### src/rtl/cnu_iter_ctrl_fsm.sv
// rtl/cnu_iter_ctrl_fsm.sv - decode-run iteration controller ahead of the CNU write-update handshake
module cnu_iter_ctrl_fsm #(
    parameter int ITER_MAX   = 10,
    parameter int ITER_WIDTH = 4,
    parameter int RD_DEPTH   = 8,
    parameter int ADDR_WIDTH = 3
) (
    input  logic                  read_clk,
    input  logic                  rstn,
    input  logic                  start_i,
    input  logic                  stop_i,
    input  logic                  early_term_i,
    input  logic                  init_load_i,
    input  logic                  pipe_load_i,
    input  logic                  cnu_wr_i,
    output logic                  cnu_init_load_en_o,
    output logic                  cnu_rd_finish_o,
    output logic                  iter_update_o,
    output logic                  rd_en_o,
    output logic [ADDR_WIDTH-1:0] rd_addr_o,
    output logic [ITER_WIDTH-1:0] iter_cnt_o,
    output logic                  busy_o,
    output logic                  done_o,
    output logic                  early_o
);

    typedef enum logic [2:0] {
        IDLE      = 3'd0,
        INIT_LOAD = 3'd1,
        READ      = 3'd2,
        RD_FIN    = 3'd3,
        WR_WAIT   = 3'd4,
        ITER_UP   = 3'd5,
        DONE      = 3'd6
    } state_t;

    localparam logic [ADDR_WIDTH-1:0] ADDR_LAST = ADDR_WIDTH'(RD_DEPTH - 1);
    localparam logic [ITER_WIDTH-1:0] ITER_LAST = ITER_WIDTH'(ITER_MAX - 1);

    state_t                  state, state_nx;
    logic [ADDR_WIDTH-1:0]   rd_addr, rd_addr_nx;
    logic [ITER_WIDTH-1:0]   iter_cnt, iter_cnt_nx;
    logic                    early, early_nx;

    always_comb begin
        state_nx    = state;
        rd_addr_nx  = rd_addr;
        iter_cnt_nx = iter_cnt;
        early_nx    = early;
        if (stop_i) begin
            // abort wins over everything, including a same-cycle start in IDLE
            state_nx    = IDLE;
            rd_addr_nx  = '0;
            iter_cnt_nx = '0;
            if (state != IDLE) begin
                early_nx = 1'b0;
            end
        end else begin
            if (early_term_i && (state == READ || state == RD_FIN ||
                                 state == WR_WAIT || state == ITER_UP)) begin
                early_nx = 1'b1;
            end
            case (state)
                IDLE: begin
                    rd_addr_nx  = '0;
                    iter_cnt_nx = '0;
                    if (start_i) begin
                        state_nx = INIT_LOAD;
                        early_nx = 1'b0;
                    end
                end
                INIT_LOAD: begin
                    if (init_load_i) begin
                        state_nx   = READ;
                        rd_addr_nx = '0;
                    end
                end
                READ: begin
                    if (rd_addr == ADDR_LAST) begin
                        state_nx   = RD_FIN;
                        rd_addr_nx = '0;
                    end else begin
                        rd_addr_nx = rd_addr + ADDR_WIDTH'(1);
                    end
                end
                RD_FIN: begin
                    if (pipe_load_i) begin
                        state_nx = WR_WAIT;
                    end
                end
                WR_WAIT: begin
                    if (cnu_wr_i) begin
                        state_nx = ITER_UP;
                    end
                end
                ITER_UP: begin
                    if (early || iter_cnt == ITER_LAST) begin
                        state_nx = DONE;
                    end else begin
                        iter_cnt_nx = iter_cnt + ITER_WIDTH'(1);
                        state_nx    = READ;
                    end
                end
                DONE: begin
                    state_nx = IDLE;
                end
                default: begin
                    state_nx    = IDLE;
                    rd_addr_nx  = '0;
                    iter_cnt_nx = '0;
                end
            endcase
        end
    end

    // outputs are registered off the next state so they line up with the state register
    always_ff @(posedge read_clk or negedge rstn) begin
        if (!rstn) begin
            state              <= IDLE;
            rd_addr            <= '0;
            iter_cnt           <= '0;
            early              <= 1'b0;
            cnu_init_load_en_o <= 1'b0;
            cnu_rd_finish_o    <= 1'b0;
            iter_update_o      <= 1'b0;
            rd_en_o            <= 1'b0;
            busy_o             <= 1'b0;
            done_o             <= 1'b0;
        end else begin
            state              <= state_nx;
            rd_addr            <= rd_addr_nx;
            iter_cnt           <= iter_cnt_nx;
            early              <= early_nx;
            cnu_init_load_en_o <= (state_nx == INIT_LOAD);
            cnu_rd_finish_o    <= (state_nx == RD_FIN);
            iter_update_o      <= (state_nx == ITER_UP);
            rd_en_o            <= (state_nx == READ);
            busy_o             <= (state_nx != IDLE);
            done_o             <= (state_nx == DONE);
        end
    end

    assign rd_addr_o  = rd_addr;
    assign iter_cnt_o = iter_cnt;
    assign early_o    = early;

endmodule

### config.mk
export PLATFORM = sky130hd
export DESIGN_NAME = cnu_iter_ctrl_fsm
export DESIGN_NICKNAME = d
export VERILOG_FILES = /design/src/rtl/cnu_iter_ctrl_fsm.sv
export SDC_FILE = /design/constraint.sdc
export NUM_CORES = 1
export LEC_CHECK = 0
export BUFFER_PORTS_ARGS = -buffer_cell sky130_fd_sc_hd__clkbuf_2
export CAP_MARGIN = 20
export CORE_MARGIN = 4
export CORE_UTILIZATION = 30
export CTS_CLUSTER_SIZE = 24
export DETAILED_ROUTE_END_ITERATION = 8
export SYNTH_ARGS = -nofsm -noshare
export SYNTH_HDL_FRONTEND = slang
export SYNTH_SLANG_ARGS = --single-unit
export TNS_END_PERCENT = 1
### constraint.sdc
create_clock -name read_clk -period 2.2 [get_ports read_clk]
set_input_delay 0.44 -clock read_clk [delete_from_list [all_inputs] [get_ports read_clk]]
set_output_delay 0.44 -clock read_clk [all_outputs]
set_load 0.02 [all_outputs]
==> flow_summary.toml <==
[outcome]
status = "completed"

[clock_network]
cts_hold_buf = 0
cts_tree = "done"
cts_buffers = 3
cts_sinks = 17
clk_path_buf_depth = 2
h-tree-depth = 1
clkSlewWorstSetupHoldPaths_ns = 0.10
clkLatencyLatePin_ns = 0.29
root_buffer = "clkbuf_4"
cts.repair.resized = 0
cts_setup_buffers = 0

[routing]
routed_wirelength_um = 2130
first_iter_violations = 44
wl_met2_um = 992
ant_nets = 0
wl_met1_um = 973
top_layer = "met4"
drcViolationCount = 0
via_per_inst = 5.07
post_drt_wl_per_cell_um = 13.1
drtPass1Iterations = 4
route.met3.wl_um = 140
dr_total_vias = 821

[timing]
drv_slew = 0
setup_viol = 0
finClkSkew_ns = 0.00558
final.setup.tns_ns = 0
rsz0062_at_grt = "false"
worstMarginPinSlew_ns = 0.446
whs_ns = 0.0612
final.period_utilization = 0.821
relSlewSlack = 0.703
period_minus_slack_ns = 1.81
finalHoldViolCount = 0
timing.fmax_mhz = 553
setup_ws_ns = 0.393

[worst_setup_path]
worst_ep_required_time_ns = 2.43
cpMaxStageDelayCell = "or4b_4"
endpoint_kind = "register"
cp-start-kind = "register"
cp_max_fo = 5
path_class = "register to register"
path_cells = "inv_1, ha_1, and3b_1, or4b_4, nor3_1, a211o_1"
worstPathArrival_ns = 2.04
critPathMaxStageDelay_ns = 0.55

[finish]
finish.utilization = 0.373
area_delta_synth_final_pct = 19.5
fillers = 318
postLayoutCellArea_sq_um = 1130
fin_cells = 162
nNetsFinal = 133
drive_above_1_share = 0.254
n_antenna_cell = 0

[floorplanning]
row_count = 20
dieWidth_um = 64.1
fp.coreArea_sq_um = 3030
fp.dieH_um = 64.1
start_util = 0.312
io-pin-count = 22
dieArea_sq_um = 4110

[grt]
grt_overflow = 0
grt_pass1_vias = 801
grt_max_degree = 18
grt_first_pass_wirelength_um = 3690
antenna_found_initial = 0
gr-usage-all-layers = 0.114

[power]
p_clk_frac = 0.281
p_int_mw = 0.426
swShare = 0.287
seqPwrFrac = 0.564
fin_total_pwr_mw = 0.597
p_comb_frac = 0.155
powerDensity_nw_per_um2 = 529
vdd_drop_max_mv = 0.275
p_leak_nw = 0.570
p_switching_mw = 0.171

[logic_synthesis]
syn_avg_cell_area_sq_um = 9.94
yosysWarnings = 0
synth_edf_count = 0
synth.distinct_cells = 35
async_reset_ff_frac = 1.00
ys_seq_area_frac = 0.450
ys.flop_type = "dfrtp_1"
syn_area_sq_um = 945
synthCells = 95
ys_ff_latch = 17
synth_nets = 109

[flow_run]
drv_cap = 0

[placed_design]
gp_congestion = 0.850
port_buffers = 21
placed_area_sq_um = 1100
place_ws_ns = 0.407
dp_cells = 158
dpl.hpwl_um = 1640

[min_path]
hold_class = "input pin to asynchronous set/reset pin"
-- Yosys cell counts, types with 2 or more instances --
library cell	number	area, sq um
o22ai_1	2	12.5
o21ai_0	2	10.0
o21a_1	2	15.0
nor2_1	7	26.3
a21oi_1	7	35.0
ha_1	6	75.1
buf_2	3	15.0
dfrtp_1	17	425
inv_1	6	22.5
nand2_1	4	15.0
a22o_1	3	26.3
nand3_1	2	10.0
nor3_1	8	40.0
and3b_1	2	17.5
nor4_1	2	12.5
nor3b_1	2	15.0
nor2b_1	2	12.5
-- worst max-delay path, delay by kind of cell, from the launching register on --
| family | cells | cell delay, ns |
|---|---|---|
| flops | 1 | 0.43 |
| fa+ha+maj | 1 | 0.17 |
| simple gates | 3 | 0.96 |
| compound gates | 1 | 0.13 |
| buf+inv | 1 | 0.06 |
-- metal layers --
layer,track usage,vias up
met5,0,-
met4,0.0237,0
met3,0.0387,4
met2,0.185,23
met1,0.146,396
li1,-,398
-- layout make-up --
| cell class | instances | area (sq um) | share of cell area |
|---|---|---|---|
| Clock buffer | 3 | 22.5 | 0.0200 |
| Clock inverter | 1 | 5.00 | 0.00443 |
| Inverter | 6 | 22.5 | 0.0200 |
| Multi-Input combinational cell | 68 | 478 | 0.424 |
| Sequential cell | 17 | 425 | 0.377 |
| Tap cell | 44 | 55.1 | 0.0488 |
| Timing Repair Buffer | 23 | 120 | 0.106 |
-- cell families (layout without fill, tap and decap cells) --
family,count (synthesis),in the layout,share of synthesized area
and+or+nand+nor,34,34,0.201
adders and majority gates,6,6,0.0795
AOI/OAI and AO/OA,26,26,0.203
buffers and inverters,10,33,0.0437
DFF,17,17,0.450
muxes,2,2,0.0225
-- registers in the layout, indices dropped and copies added, names as in the netlist --
register,count
busy_o,1
cnu_init_load_en_o,1
cnu_rd_finish_o,1
done_o,1
early_o,1
iter_cnt_o,4
iter_update_o,1
rd_addr_o,3
rd_en_o,1
state,3
-- cell usage in the layout, fill, tap and decap left out, types with 2 or more instances in the layout --
cell	count
nor2_1	7
o22ai_1	2
a22o_1	3
nor3_1	8
nor3b_1	2
nand2_1	4
and3b_1	2
o21ai_0	2
a21oi_1	7
clkbuf_4	3
ha_1	6
o21a_1	2
inv_1	6
dfrtp_1	17
nand3_1	2
nor2b_1	2
nor4_1	2
clkbuf_2	21
buf_4	2
-- path summary, 6_finish.rpt --
kind / startpoint / end / slack (ns) / cells after the start
worst min-delay path: rstn / iter_update_o$_DFF_PN0_ / 0.06 / 1
min in group read_clk: early_term_i / early_o$_DFFE_PN0P_ / 0.44 / 3
worst min register to register: rd_addr_o[2]$_DFFE_PN0P_ / rd_addr_o[2]$_DFFE_PN0P_ / 0.55 / 1
worst max register to register: iter_cnt_o[1]$_DFFE_PN0P_ / iter_cnt_o[3]$_DFFE_PN0P_ / 0.39 / 6
max in group asynchronous: rstn / cnu_init_load_en_o$_DFF_PN0_ / 1.85 / 1
worst max-delay path: iter_cnt_o[1]$_DFFE_PN0P_ / iter_cnt_o[3]$_DFFE_PN0P_ / 0.39 / 6
-- power groups by stage --
stage                     combinational, mW  sequential (mW)  clock, mW
after floorplan                      0.0574            0.345          0
after global placement               0.0928            0.343          0
after detailed placement             0.0934            0.343          0
after CTS                            0.0940            0.337      0.177
after global routing                  0.106            0.340      0.191
final                                0.0926            0.337      0.168
Power figures use the tool's default switching activity.
